--- src/rtl/iob_mp_reg_file_pkg.sv ---
// Shared definitions for the multi-port register file: FSM state codes,
// strobe-width derivation and the byte-merge helper used by the write path.
package iob_mp_reg_file_pkg;

  localparam logic IDLE  = 1'b0;
  localparam logic CLEAR = 1'b1;

  // Widest entry the merge helper handles; callers zero-extend into it.
  localparam int MAX_DATA_W = 128;
  localparam int MAX_STRB_W = MAX_DATA_W / 8;

  function automatic int strb_w(input int data_w);
    return data_w / 8;
  endfunction

  function automatic logic [MAX_DATA_W-1:0] strb_merge(
    input logic [MAX_DATA_W-1:0] old_v,
    input logic [MAX_DATA_W-1:0] new_v,
    input logic [MAX_STRB_W-1:0] strb
  );
    logic [MAX_DATA_W-1:0] res;
    res = old_v;
    for (int k = 0; k < MAX_STRB_W; k++) begin
      if (strb[k]) res[8*k +: 8] = new_v[8*k +: 8];
    end
    return res;
  endfunction

endpackage

--- src/rtl/iob_mp_reg_file_rd_port.sv ---
// One registered read port: storage mux, optional same-cycle write bypass,
// and the r_data / r_valid output registers.
module iob_mp_reg_file_rd_port
  import iob_mp_reg_file_pkg::*;
#(
  parameter int ADDR_W = 5,
  parameter int DATA_W = 32,
  parameter bit BYPASS = 1'b0,
  localparam int DEPTH = 2**ADDR_W
) (
  input  logic                          clk,
  input  logic                          rst,
  input  logic [DEPTH-1:0][DATA_W-1:0]  mem,
  input  logic                          wr_act,
  input  logic [ADDR_W-1:0]             wr_addr,
  input  logic [DATA_W-1:0]             wr_val,
  input  logic                          r_en,
  input  logic [ADDR_W-1:0]             r_addr,
  output logic [DATA_W-1:0]             r_data,
  output logic                          r_valid
);

  logic [DATA_W-1:0] rd_val;

  always_comb begin
    rd_val = mem[r_addr];
    if (BYPASS && wr_act && (wr_addr == r_addr)) rd_val = wr_val;
  end

  // stage boundary: request cycle -> registered read result
  always_ff @(posedge clk or posedge rst) begin
    if (rst) begin
      r_data  <= '0;
      r_valid <= 1'b0;
    end else begin
      r_valid <= r_en;
      if (r_en) r_data <= rd_val;
    end
  end

endmodule

--- src/rtl/iob_mp_reg_file.sv ---
// Multi-port register file: byte-strobed write port, N_RD registered read ports,
// hardware clear sweep. Define IOB_MP_REG_FILE_BYPASS_EN for write-first reads.
module iob_mp_reg_file
  import iob_mp_reg_file_pkg::*;
#(
  parameter int ADDR_W = 5,
  parameter int DATA_W = 32,
  parameter int N_RD   = 2,
  localparam int STRB_W = strb_w(DATA_W)
) (
  input  logic                     clk,
  input  logic                     rst,
  input  logic                     clr,
  output logic                     busy,
  input  logic                     we,
  input  logic [ADDR_W-1:0]        w_addr,
  input  logic [STRB_W-1:0]        w_strb,
  input  logic [DATA_W-1:0]        w_data,
  input  logic [N_RD-1:0]          r_en,
  input  logic [N_RD*ADDR_W-1:0]   r_addr,
  output logic [N_RD*DATA_W-1:0]   r_data,
  output logic [N_RD-1:0]          r_valid
);

  localparam int DEPTH = 2**ADDR_W;
`ifdef IOB_MP_REG_FILE_BYPASS_EN
  localparam bit BYPASS = 1'b1;
`else
  localparam bit BYPASS = 1'b0;
`endif

  logic [DEPTH-1:0][DATA_W-1:0] mem;
  logic                         state;
  logic [ADDR_W-1:0]            idx;
  logic [DATA_W-1:0]            w_merged;
  logic                         wr_act;
  logic [ADDR_W-1:0]            wr_addr;
  logic [DATA_W-1:0]            wr_val;

  assign w_merged = DATA_W'(strb_merge(MAX_DATA_W'(mem[w_addr]), MAX_DATA_W'(w_data),
                                       MAX_STRB_W'(w_strb)));

  // The single storage update this cycle: a sweep clear, or a write that clr did not pre-empt.
  always_comb begin
    wr_act  = 1'b0;
    wr_addr = w_addr;
    wr_val  = w_merged;
    if (state == CLEAR) begin
      wr_act  = 1'b1;
      wr_addr = idx;
      wr_val  = '0;
    end else if (we && !clr) begin
      wr_act = 1'b1;
    end
  end

  always_ff @(posedge clk or posedge rst) begin
    if (rst) begin
      mem   <= '0;
      state <= IDLE;
      idx   <= '0;
    end else begin
      if (wr_act) mem[wr_addr] <= wr_val;
      if (state == IDLE) begin
        if (clr) begin
          state <= CLEAR;
          idx   <= '0;
        end
      end else begin
        idx <= idx + 1'b1;
        if (idx == ADDR_W'(DEPTH - 1)) state <= IDLE;
      end
    end
  end

  assign busy = (state == CLEAR);

  for (genvar i = 0; i < N_RD; i++) begin : g_rd
    iob_mp_reg_file_rd_port #(
      .ADDR_W (ADDR_W),
      .DATA_W (DATA_W),
      .BYPASS (BYPASS)
    ) u_rd (
      .clk     (clk),
      .rst     (rst),
      .mem     (mem),
      .wr_act  (wr_act),
      .wr_addr (wr_addr),
      .wr_val  (wr_val),
      .r_en    (r_en[i]),
      .r_addr  (r_addr[i*ADDR_W +: ADDR_W]),
      .r_data  (r_data[i*DATA_W +: DATA_W]),
      .r_valid (r_valid[i])
    );
  end

endmodule

--- config.mk ---
export PLATFORM = sky130hd
export DESIGN_NAME = iob_mp_reg_file
export DESIGN_NICKNAME = d
export VERILOG_FILES = /design/src/rtl/iob_mp_reg_file_pkg.sv /design/src/rtl/iob_mp_reg_file_rd_port.sv /design/src/rtl/iob_mp_reg_file.sv
export SDC_FILE = /design/constraint.sdc
export NUM_CORES = 2
export LEC_CHECK = 0
export BUFFER_PORTS_ARGS = -buffer_cell sky130_fd_sc_hd__buf_2
export CORE_MARGIN = 3
export CORE_UTILIZATION = 35
export DETAILED_ROUTE_END_ITERATION = 8
export PLACE_DENSITY_LB_ADDON = 0.15
export SYNTH_ARGS = -nofsm -noshare
export SYNTH_HDL_FRONTEND = slang
export SYNTH_SLANG_ARGS = --single-unit
--- constraint.sdc ---
create_clock -name clk -period 40.3 [get_ports clk]
set_input_delay 8.06 -clock clk [delete_from_list [all_inputs] [get_ports clk]]
set_output_delay 8.06 -clock clk [all_outputs]
set_load 0.01 [all_outputs]
==> impl_table.tex <==
\begin{tabular}{lr}
\hline
Metric & Value \\
\hline
\multicolumn{2}{l}{\textbf{Outcome}} \\
Outcome & complete, no violations \\
\multicolumn{2}{l}{\textbf{Setup path}} \\
Crit Reg-Reg Endpoint & mem[319] \\
Kind of end point of the critical path & register \\
Standard cell with the maximum stage delay on the critical path & buf\_4 \\
Data required time of the critical path & 40.93 ns \\
WS Path Type & primary input to register \\
Reg-to-reg setup timing slack & 35.81 ns \\
Type of origin of the critical path & primary input \\
Count of cell instances traversed by the critical path & 10 \\
Delay of the slowest cell on the worst path & 0.76 ns \\
Worst Path Buf+Inv & 5 \\
Worst reg2reg path depth & 5 \\
Crit path DAT & 12.68 ns \\
Highest fanout seen on the critical path & 46 \\
Cells along the critical path & buf\_8 -> buf\_4 -> buf\_4 -> buf\_4 -> mux4\_2 -> mux2i\_1 -> nor3\_1 -> a311oi\_4 -> buf\_4 -> o31ai\_1 \\
Startpoint of the most critical register-to-register path & busy \\
Critical Path Start & w\_addr[0] \\
Cell family with most CP delay & buffers and inverters \\
Most common cell on crit path & buf\_4 \\
\multicolumn{2}{l}{\textbf{Yosys}} \\
Post-synth top flop & dfrtp\_1 \\
Portion of synthesized cell area occupied by the leading cell type & 42.7\% \\
Netlist cell types & 55 \\
Number of enable flip-flop cells after synthesis & 0 \\
Most area-consuming cells after synthesis & dfrtp\_1 43\%, mux4\_2 26\%, o31ai\_1 5.8\% \\
Ys async rst share & 100\% \\
Largest area contributor in the netlist & dfrtp\_1 \\
Total of flip-flops plus latches after synthesis & 1096 \\
Mean area per synthesized cell & 11.7 um\^{}2 \\
Post-synthesis instance area & 64300 um\^{}2 \\
Number of instances in the synthesized netlist & 5515 \\
Fraction of the yosys area taken by sequential cells & 42.7\% \\
Post-Synthesis Net Count & 5574 \\
Number of warnings issued by yosys & 0 \\
\multicolumn{2}{l}{\textbf{CTS}} \\
Skew-Pair Late Insertion Delay & 0.80 ns \\
Clock-pin slew on the worst setup and hold paths & 0.05 ns \\
Inserted Clock Buffers & 131 \\
Cts-stage hold buffer count & 0 \\
Sinks on Clock Net & 1096 \\
H-tree depth & 4 \\
\# Post-CTS Setup Buffers & 0 \\
Post-cts gate resize count & 0 \\
CTS tree & done \\
Cell chosen for the clock root & clkbuf\_16 \\
Buffers from clock root to sink, at most & 3 \\
\multicolumn{2}{l}{\textbf{Die}} \\
DIE HEIGHT & 435 um \\
Overall die area & 189000 um\^{}2 \\
I/O Pins & 124 \\
Core Rows & 156 \\
Die span in x & 435 um \\
Starting density of the core & 35.4\% \\
Area of the core & 182000 um\^{}2 \\
\multicolumn{2}{l}{\textbf{Power}} \\
Maximum VDD drop & 52.3 uV \\
Leakage component of the power & 28.0 nW \\
Cell area power density & 68.4 nW/um\^{}2 \\
Post-route total power & 0.00491 W \\
\multicolumn{2}{l}{\textbf{Finish}} \\
Share of post-route cells with drive strength above 1 & 27.1\% \\
Most common cell after layout, fill and taps aside & dfrtp\_1 \\
Final instance count without filler cells & 7878 \\
Final Instance Area & 71700 um\^{}2 \\
Post-layout nets & 5384 \\
Area growth syn-to-layout & 11.6\% \\
Commonest cells after routing, fill and taps aside & 1095 x dfrtp\_1, 737 x mux4\_2, 606 x nand2\_1 \\
\multicolumn{2}{l}{\textbf{Min path}} \\
Hold Crit Class & register to register \\
Worst Hold Endpoint & g\_rd[0].u\_rd.r\_data[25] \\
Depth of the worst hold-timing path & 1 \\
Worst Min Path Start & g\_rd[0].u\_rd.r\_data[25] \\
\multicolumn{2}{l}{\textbf{STA}} \\
Final number of max-transition violations & 0 \\
Final Cycle Share & 29.9\% \\
RSZ-0062 raised after global routing & false \\
Count of endpoints failing hold in the final timing report & 0 \\
Tightest Pin Transition & 1.35 ns \\
Final sum of negative setup slack & 0 ns \\
FMAX & 0.0830 GHz \\
Slew HR & 9.91\% \\
Layout Skew & 0.0309 ns \\
Final setup viols & 0 \\
Time the worst path needs with I/O delays and setup & 12.05 ns \\
\multicolumn{2}{l}{\textbf{Placement}} \\
Final GP Congestion & 0.835 \\
Placed cell count & 7641 \\
Half-perimeter wire length of the detailed placement result & 153 mm \\
Placed instance area & 67200 um\^{}2 \\
\# port buffers & 123 \\
\multicolumn{2}{l}{\textbf{Drt}} \\
Count of nets left with antenna violations after detail routing & 0 \\
Number of DRC violations after detailed-routing iteration 0 & 5253 \\
Final Routed Wirelength & 259 mm \\
Number of vias after detailed routing & 49818 \\
Ratio of routed vias to standard cells & 6.32 \\
Average wire length per cell after detail routing & 32.9 um \\
Pre-antenna DRT Iters & 6 \\
Post-route DRC violation count & 0 \\
\multicolumn{2}{l}{\textbf{Global route}} \\
Total track usage & 27.5\% \\
First-pass GRT wire length & 373 mm \\
Global route total overflow & 0 \\
Number of antenna violations at the first check in global routing & 13 \\
Largest net degree at the start of global routing & 145 \\
Vias in the first global route & 48999 \\
\multicolumn{2}{l}{\textbf{Job}} \\
Max-cap check violation count & 0 \\
\hline
\end{tabular}
==> cells by family (layout without fill, tap and decap cells) <==
family                   count (synthesis)  in the layout  share of synthesized area, %
multiplexers                           898            898                          28.5
AND/OR/NAND/NOR                       1464           1464                          9.72
adder cells (fa/ha/maj)                  2              2                        0.0389
XOR/XNOR                                 2              2                        0.0272
buffers and inverters                  621            530                          4.34
flip-flops                            1096           1096                          42.7
other                                    0              5                             0
AO/OA/AOI/OAI                         1432           1432                          14.7
==> worst reg2reg max path, delay by kind of cell, from the launching register on <==
kind            cells  cell delay (ns)
simple gates        1             1.03
flops               1             0.69
compound gates      1             0.53
mux                 1             0.43
buf+inv             2             1.70
==> power by group <==
group	internal (W)	leakage, nW	switching [W]
registers	0.00153	14.2	0.000425
clock network	0.000750	2.21	0.000505
logic	0.000817	11.6	0.000877
total	0.00310	28.0	0.00181
==> layer usage <==
| metal | GRT usage, % | up-vias | routed length, um |
|---|---|---|---|
| li1 | - | 20926 | - |
| met1 | 37.3 | 26173 | 107000 |
| met2 | 43.5 | 2182 | 121000 |
| met3 | 5.47 | 531 | 19200 |
| met4 | 10.9 | 6 | 11100 |
| met5 | 0 | - | 45 |
==> registers in the layout, indices dropped and copies added, names as in the netlist <==
signal / count
idx: 5
g_rd.u_rd.r_valid: 2
mem: 1024
busy: 1
g_rd.u_rd.r_data: 64
==> cells in the mapped netlist, drive strengths merged (2+ instances only) <==
cell and count:
o21ai 8, and3b 3, nand3 48, a211oi 31, o22ai 260, mux2 96, buf 331, and2 33
or3 4, nand3b 9, a31oi 2, inv 3, a2bb2oi 2, o31ai 497, nor3b 11, clkbuf 286
dfrtp 1096, nand2 613, o221ai 31, nor3 41, mux2i 65, o32a 2, a21oi 561, nor2b 34
mux4 737, nand2b 26, ha 2, a311oi 30, or3b 4, nor4 64, or2 19, o32ai 2
nor2 552
==> worst max path at each step <==
stage / endpoint / slack [ns]
final: mem[570] / 28.25
after global routing: mem[406] / 27.95
after floorplan: busy / 1.38
after global placement: mem[982] / 27.39
after detailed placement: mem[822] / 27.37
after CTS: mem[182] / 28.22
==> cell type report <==
class	count	area [um^2]
Fill cell	17368	110000
Multi-Input combinational cell	3798	34700
Sequential cell	1096	27400
Clock buffer	193	3920
Tap cell	2449	3060
Timing Repair Buffer	294	1980
Clock inverter	39	569
Inverter	4	27.5
Antenna cell	5	12.5
==> metrics by stage <==
step                hold slack [ns]  utilization [%]  setup WS (ns)
global placement              0.486             37.0          27.39
CTS                           0.505             39.5          28.22
global route                  0.519             39.5          27.95
floorplan                     0.477                -           1.38
finish                        0.504             39.5          28.25
detailed placement            0.491             37.0          27.37
No activity file was read; power rests on OpenSTA's default activity.
